### src/rtl/binary_coder_4_pkg.sv
// binary_coder_4_pkg: shared widths for the registered priority encoder.
package binary_coder_4_pkg;
    localparam int IN_W = 8;
    localparam int OUT_W = $clog2(IN_W);
    function automatic int idx_w(input int n);
        return $clog2(n);
    endfunction
endpackage

### src/rtl/binary_coder_4_if.sv
// binary_coder_4_if: request vector in, encoded index and valid out.
interface binary_coder_4_if
    import binary_coder_4_pkg::*;
#(
    parameter int IN_W = binary_coder_4_pkg::IN_W,
    parameter int OUT_W = binary_coder_4_pkg::idx_w(IN_W)
);
    logic EN;
    logic [IN_W-1:0] In;
    logic [OUT_W-1:0] Y;
    logic Done;
    modport master (output EN, In, input Y, Done);
    modport slave (input EN, In, output Y, Done);
endinterface

### src/rtl/binary_coder_4_prio_enc_comb.sv
// prio_enc_comb: combinational highest-index priority encoder with an any flag.
module prio_enc_comb
    import binary_coder_4_pkg::*;
#(
    parameter int IN_W = binary_coder_4_pkg::IN_W,
    parameter int OUT_W = binary_coder_4_pkg::idx_w(IN_W)
) (
    input  logic [IN_W-1:0]  req,
    output logic [OUT_W-1:0] idx,
    output logic             any
);
    assign any = |req;
    // Ascending scan: the last hit, i.e. the highest set bit, wins.
    always_comb begin
        idx = '0;
        for (int i = 0; i < IN_W; i++)
            if (req[i]) idx = OUT_W'(i);
    end
endmodule

### src/rtl/binary_coder_4.sv
// binary_coder_4: registered IN_W-to-OUT_W priority encoder with enable and valid.
module binary_coder_4
    import binary_coder_4_pkg::*;
#(
    parameter int IN_W = binary_coder_4_pkg::IN_W,
    parameter int OUT_W = binary_coder_4_pkg::idx_w(IN_W)
) (
    input logic           clk,
    input logic           rst,
    binary_coder_4_if.slave bus
);
    logic [OUT_W-1:0] enc_idx, y_d, y_q;
    logic enc_any, done_d, done_q;
    prio_enc_comb #(.IN_W(IN_W), .OUT_W(OUT_W)) u_enc (
        .req(bus.In),
        .idx(enc_idx),
        .any(enc_any)
    );
    // Y is forced to zero whenever the result is not valid.
    always_comb begin
        done_d = bus.EN && enc_any;
        y_d = done_d ? enc_idx : '0;
    end
    always_ff @(posedge clk) begin
        if (rst) begin
            y_q <= '0;
            done_q <= 1'b0;
        end else begin
            y_q <= y_d;
            done_q <= done_d;
        end
    end
    assign bus.Y = y_q;
    assign bus.Done = done_q;
endmodule

### src/flat_wrapper.sv
// flat-port wrapper written by rule: the top's interface ports become plain ports
module binary_coder_4_flat import binary_coder_4_pkg::*;
#(
    parameter int IN_W = binary_coder_4_pkg::IN_W,
    parameter int OUT_W = binary_coder_4_pkg::idx_w(IN_W)
)
  (clk, rst, bus_EN, bus_In, bus_Y, bus_Done);
  binary_coder_4_if #(.IN_W(IN_W), .OUT_W(OUT_W)) bus_i ();
  input logic clk;
  input logic rst;
  input wire logic [$bits(bus_i.EN)-1:0] bus_EN;
  input wire logic [$bits(bus_i.In)-1:0] bus_In;
  output wire logic [$bits(bus_i.Y)-1:0] bus_Y;
  output wire logic [$bits(bus_i.Done)-1:0] bus_Done;
  assign bus_i.EN = bus_EN;
  assign bus_i.In = bus_In;
  assign bus_Y = bus_i.Y;
  assign bus_Done = bus_i.Done;
  binary_coder_4 #(.IN_W(IN_W), .OUT_W(OUT_W)) u_core (.clk(clk), .rst(rst), .bus(bus_i));
endmodule
### config.mk
export PLATFORM = sky130hd
export DESIGN_NAME = binary_coder_4_flat
export DESIGN_NICKNAME = d
export VERILOG_FILES = /design/src/rtl/binary_coder_4_pkg.sv /design/src/rtl/binary_coder_4_if.sv /design/src/rtl/binary_coder_4_prio_enc_comb.sv /design/src/rtl/binary_coder_4.sv /design/src/flat_wrapper.sv
export SDC_FILE = /design/constraint.sdc
export NUM_CORES = 1
export LEC_CHECK = 0
export CAP_MARGIN = 20
export CELL_PAD_IN_SITES_DETAIL_PLACEMENT = 1
export CELL_PAD_IN_SITES_GLOBAL_PLACEMENT = 1
export CORE_AREA = 4 4 41 43
export CTS_CLUSTER_DIAMETER = 120
export DETAILED_ROUTE_END_ITERATION = 6
export DIE_AREA = 0 0 45 47
export PLACE_DENSITY_LB_ADDON = 0.05
export SLEW_MARGIN = 0
export SYNTH_ARGS = -nofsm -noshare
export SYNTH_HDL_FRONTEND = slang
export SYNTH_SLANG_ARGS = --single-unit
### constraint.sdc
create_clock -name clk -period 2.05 [get_ports clk]
set_input_delay 0.41 -clock clk [delete_from_list [all_inputs] [get_ports clk]]
set_output_delay 0.41 -clock clk [all_outputs]
set_load 0.02 [all_outputs]
# Word-level counts from Yosys, hierarchy flattened
# Index checks and enable logic that the tools add are counted.
# totals
register_bits,4
output_inout_bits,4
# op_classes
n_mux,7
bitwise,1
reduce_logical,3
# ops
operator,count
$mux W3,6
$reduce_or A8 Y1,1
$reduce_or A2 Y1,1
$logic_and A1 B1 Y1,1
$mux W1,1
$not A1 Y1,1

# Depth between registers and ports, before layout
# depth
depth_word,7
ltp_mapped,3
ltp_nobuf,3

# By module
# A second synthesis with hierarchy kept.
# unflattened
hier_cells,20
hier_area_um2,186.4
# modules_own_cells
module,instances,cells_per_inst,area_per_inst_um2,seq_area_each_um2
binary_coder_4,1,8,120.1,80.1
prio_enc_comb,1,12,66.3,0.0

# Least setup slack after synthesis
# OpenSTA, ideal clock, no wires.
# synth_path
path_kind,input-to-reg
start,input bus_In[1]
end,"register u_core.y_q[0], in the netlist u_core.bus.Y[0]"
setup_ns,0.126
arrival_time_ns,0.932
required_time_ns,1.924
slack_ns,0.993
path_stages,3
n_path_buf,0
cell_sequence,nor4_1 > a21oi_2 > a21boi_0
# synth_via
elab_chain_cells,7
# synth_rtl
item,line_no,rtl
"start, declared",flat_wrapper.sv:12,input wire logic [$bits(bus_i.In)-1:0] bus_In;
$mux W1,binary_coder_4_prio_enc_comb.sv:17,if (req[i]) idx = OUT_W'(i);
$mux W3 (6 in a row),binary_coder_4_prio_enc_comb.sv:17,
"end signal, assigned",binary_coder_4.sv:29,y_q <= y_d;
"end, declared",binary_coder_4.sv:12,"logic [OUT_W-1:0] enc_idx, y_d, y_q;"
# Parallel ways exist; a longest one is shown, timed or not.
# A chain may end at the register's enable or synchronous reset.

# Worst setup path after layout
# layout_path
start,"register u_core.y_q[0], in the netlist u_core.bus.Y[0]"
end,output bus_Y[0]
# layout_rtl
item,line_no,rtl
"end, declared",flat_wrapper.sv:13,output wire logic [$bits(bus_i.Y)-1:0] bus_Y;
# No word-level cell between the ends.

==> impl_metrics.ini <==
[worst_setup_path]
path_class = reg2out
start_kind = flop
path_buf_inv = 1
crit_chain = clkdlybuf4s50_1
slowest_delay_ns = 0.59
cpLargestDelayFamily = buffers and inverters
worst_path_max_delay_cell = clkdlybuf4s50_1
crit_fanout = 1
end_kind = output pin
worstPathRequired_ns = 1.64
cp_data_arrival_time_ns = 1.13

[global_route]
grt_pass1_wl_um = 828
grt_max_degree = 5
track_usage_pct = 6.16
grt_pass1_vias = 227
antenna_found_initial = 0
gr-total-overflow = 0

[sta]
tns_ns = 0
relSlewSlack_pct = 75.0
fmax_mhz = 651
setup_viol = 0
maxSlewViolCount = 0
period_needed_ns = 1.54
timing.final.crit_share_pct = 74.9
rsz0062_at_grt = false
final-hold-violation-count = 0
setup_ws_ns = 0.514
worst_slew_pin_slew_ns = 0.371

[clock_network]
htreeDepth = 1
path_clk_slew_ns = 0.04
cts_tree = yes
clockBufferDepth = 2
holdBufCountCts = 0
clock_sinks = 4
cts_resized = 0
post_cts_buffers = 0
cts_root_buf = clkbuf_4
numCtsBuffers = 3

[yosys]
ys_warn_count = 0
synth-seq-cells = 4
yosys.area.top_type_share_pct = 48.1
synth_top_area_cell = dfxtp_1
ys_types = 11
synthesis.nets = 30
synth.area.top_cells = dfxtp_1 48%, nor2_1 9.0%, nor4_2 7.5%
syn_area_um2 = 166
syn_inst = 19
yosysSeqAreaShare_pct = 48.1
avgSynthCellArea_um2 = 8.76

[worst_hold_path]
min_from = bus_EN
hp-class = in2reg
worstHoldPathCells = 3
hold_end = u_core.bus.Done

[placement]
placedCellCount = 48
post-place-ws_ns = 0.417
gp_congestion = 0.691
io_buffers = 14

[floorplan]
dieArea_um2 = 2120
fp.dieW_um = 45
die_height_um = 47
initial_core_util_pct = 12.8
core_um2 = 1300
io_pins = 15
num_rows = 13

[layout]
regArea_um2 = 80.1
layoutNonFillerInstCount = 51
final_layout_size_suffix_gt1_share_pct = 13.9
fillers = 171
multi_input_area_um2 = 82.6
syn2layout_area_growth_pct = 109
nNetsFinal = 49
diodes = 0

[power]
vdd_ir_drop_max_mv = 0.131
power_per_cell_area_nw_per_um2 = 653
power.leakage_nw = 0.129

[route]
wl_per_cell_um = 10.1
via_per_inst = 3.92
routed_wl_um = 515
firstDrtPassIters = 1
post-route-drc-count = 0
dr.first_iter.drc_count = 0
vias = 200
ant_nets = 0

[outcome]
outcome = completed

[flow_run]
max-cap-violations = 0
-- Yosys cell counts --
library cell / n
a21boi_0: 1
a21oi_1: 2
a21oi_2: 1
dfxtp_1: 4
inv_1: 1
nand2b_1: 1
nor2_1: 4
nor2b_1: 1
nor4_1: 1
nor4_2: 1
o21ai_0: 2
-- final cells by class --
type / count / share of cell area (%)
repair buffers: 14 / 40.3
clock buffers: 3 / 6.47
inverters: 1 / 1.08
flip-flops and latches: 4 / 23.0
well taps: 15 / 5.40
multi-input cells: 14 / 23.7
-- placed cells by master (no fill, tap or decap) --
master / count
nor4_2: 1
a21boi_0: 1
inv_1: 1
nand2b_1: 1
a21oi_1: 2
nor4_1: 1
clkdlybuf4s50_1: 14
clkbuf_4: 3
dfxtp_1: 4
a21oi_2: 1
nor2_1: 4
o21ai_0: 2
nor2b_1: 1
-- how the worst max path moves through the flow --
stage                                from         endpoint  slack [ns]  depth (start not counted)
after global routing      u_core.bus.Y[0]         bus_Y[0]        0.47                          1
after CTS                 u_core.bus.Done         bus_Done        0.50                          1
after global placement          bus_In[2]  u_core.bus.Y[0]        0.41                          4
final                     u_core.bus.Y[0]         bus_Y[0]        0.51                          1
after floorplan                 bus_In[1]  u_core.bus.Y[0]        0.99                          3
after detailed placement        bus_In[2]  u_core.bus.Y[0]        0.42                          4
-- kinds of logic (layout without fill, tap and decap cells) --
family,count (synthesis),in the layout,synth area share [%]
buffers and inverters,1,18,2.25
AND/OR/NAND/NOR,8,8,27.8
AO/OA/AOI/OAI,6,6,21.8
flip-flops,4,4,48.1
-- flip-flops by register name (all words and copies together) (netlist names) --
register	cells
u_core.bus.Done	1
u_core.bus.Y	3
-- stage by stage --
stage	power, mW	cell area, um^2	hold slack [ns]	utilization [%]
2_1_floorplan	0.0988	166	0.533	-
3_3_place_gp	0.132	325	1.05	25.0
3_5_place_dp	0.132	325	1.05	25.0
4_1_cts	0.232	348	0.818	26.7
5_1_grt	0.241	348	0.830	26.7
6_report	0.227	348	0.811	26.7
-- per-layer routing --
metal	GRT usage (%)	wire length, um	up-vias	part of all wire [%]
li1	-	-	100	-
met1	5.23	196	86	38
met2	9.60	253	12	49
met3	2.30	61	2	12
met4	8.77	4	0	0.78
met5	0	0	-	0
-- where the power goes --
group | leakage (nW) | internal (mW) | switching [mW]
registers | 0.0332 | 0.0827 | 0.000968
logic | 0.0818 | 0.0284 | 0.0183
clock network | 0.0138 | 0.0654 | 0.0315
total | 0.129 | 0.176 | 0.0508
(Power assumes the default switching activity.)
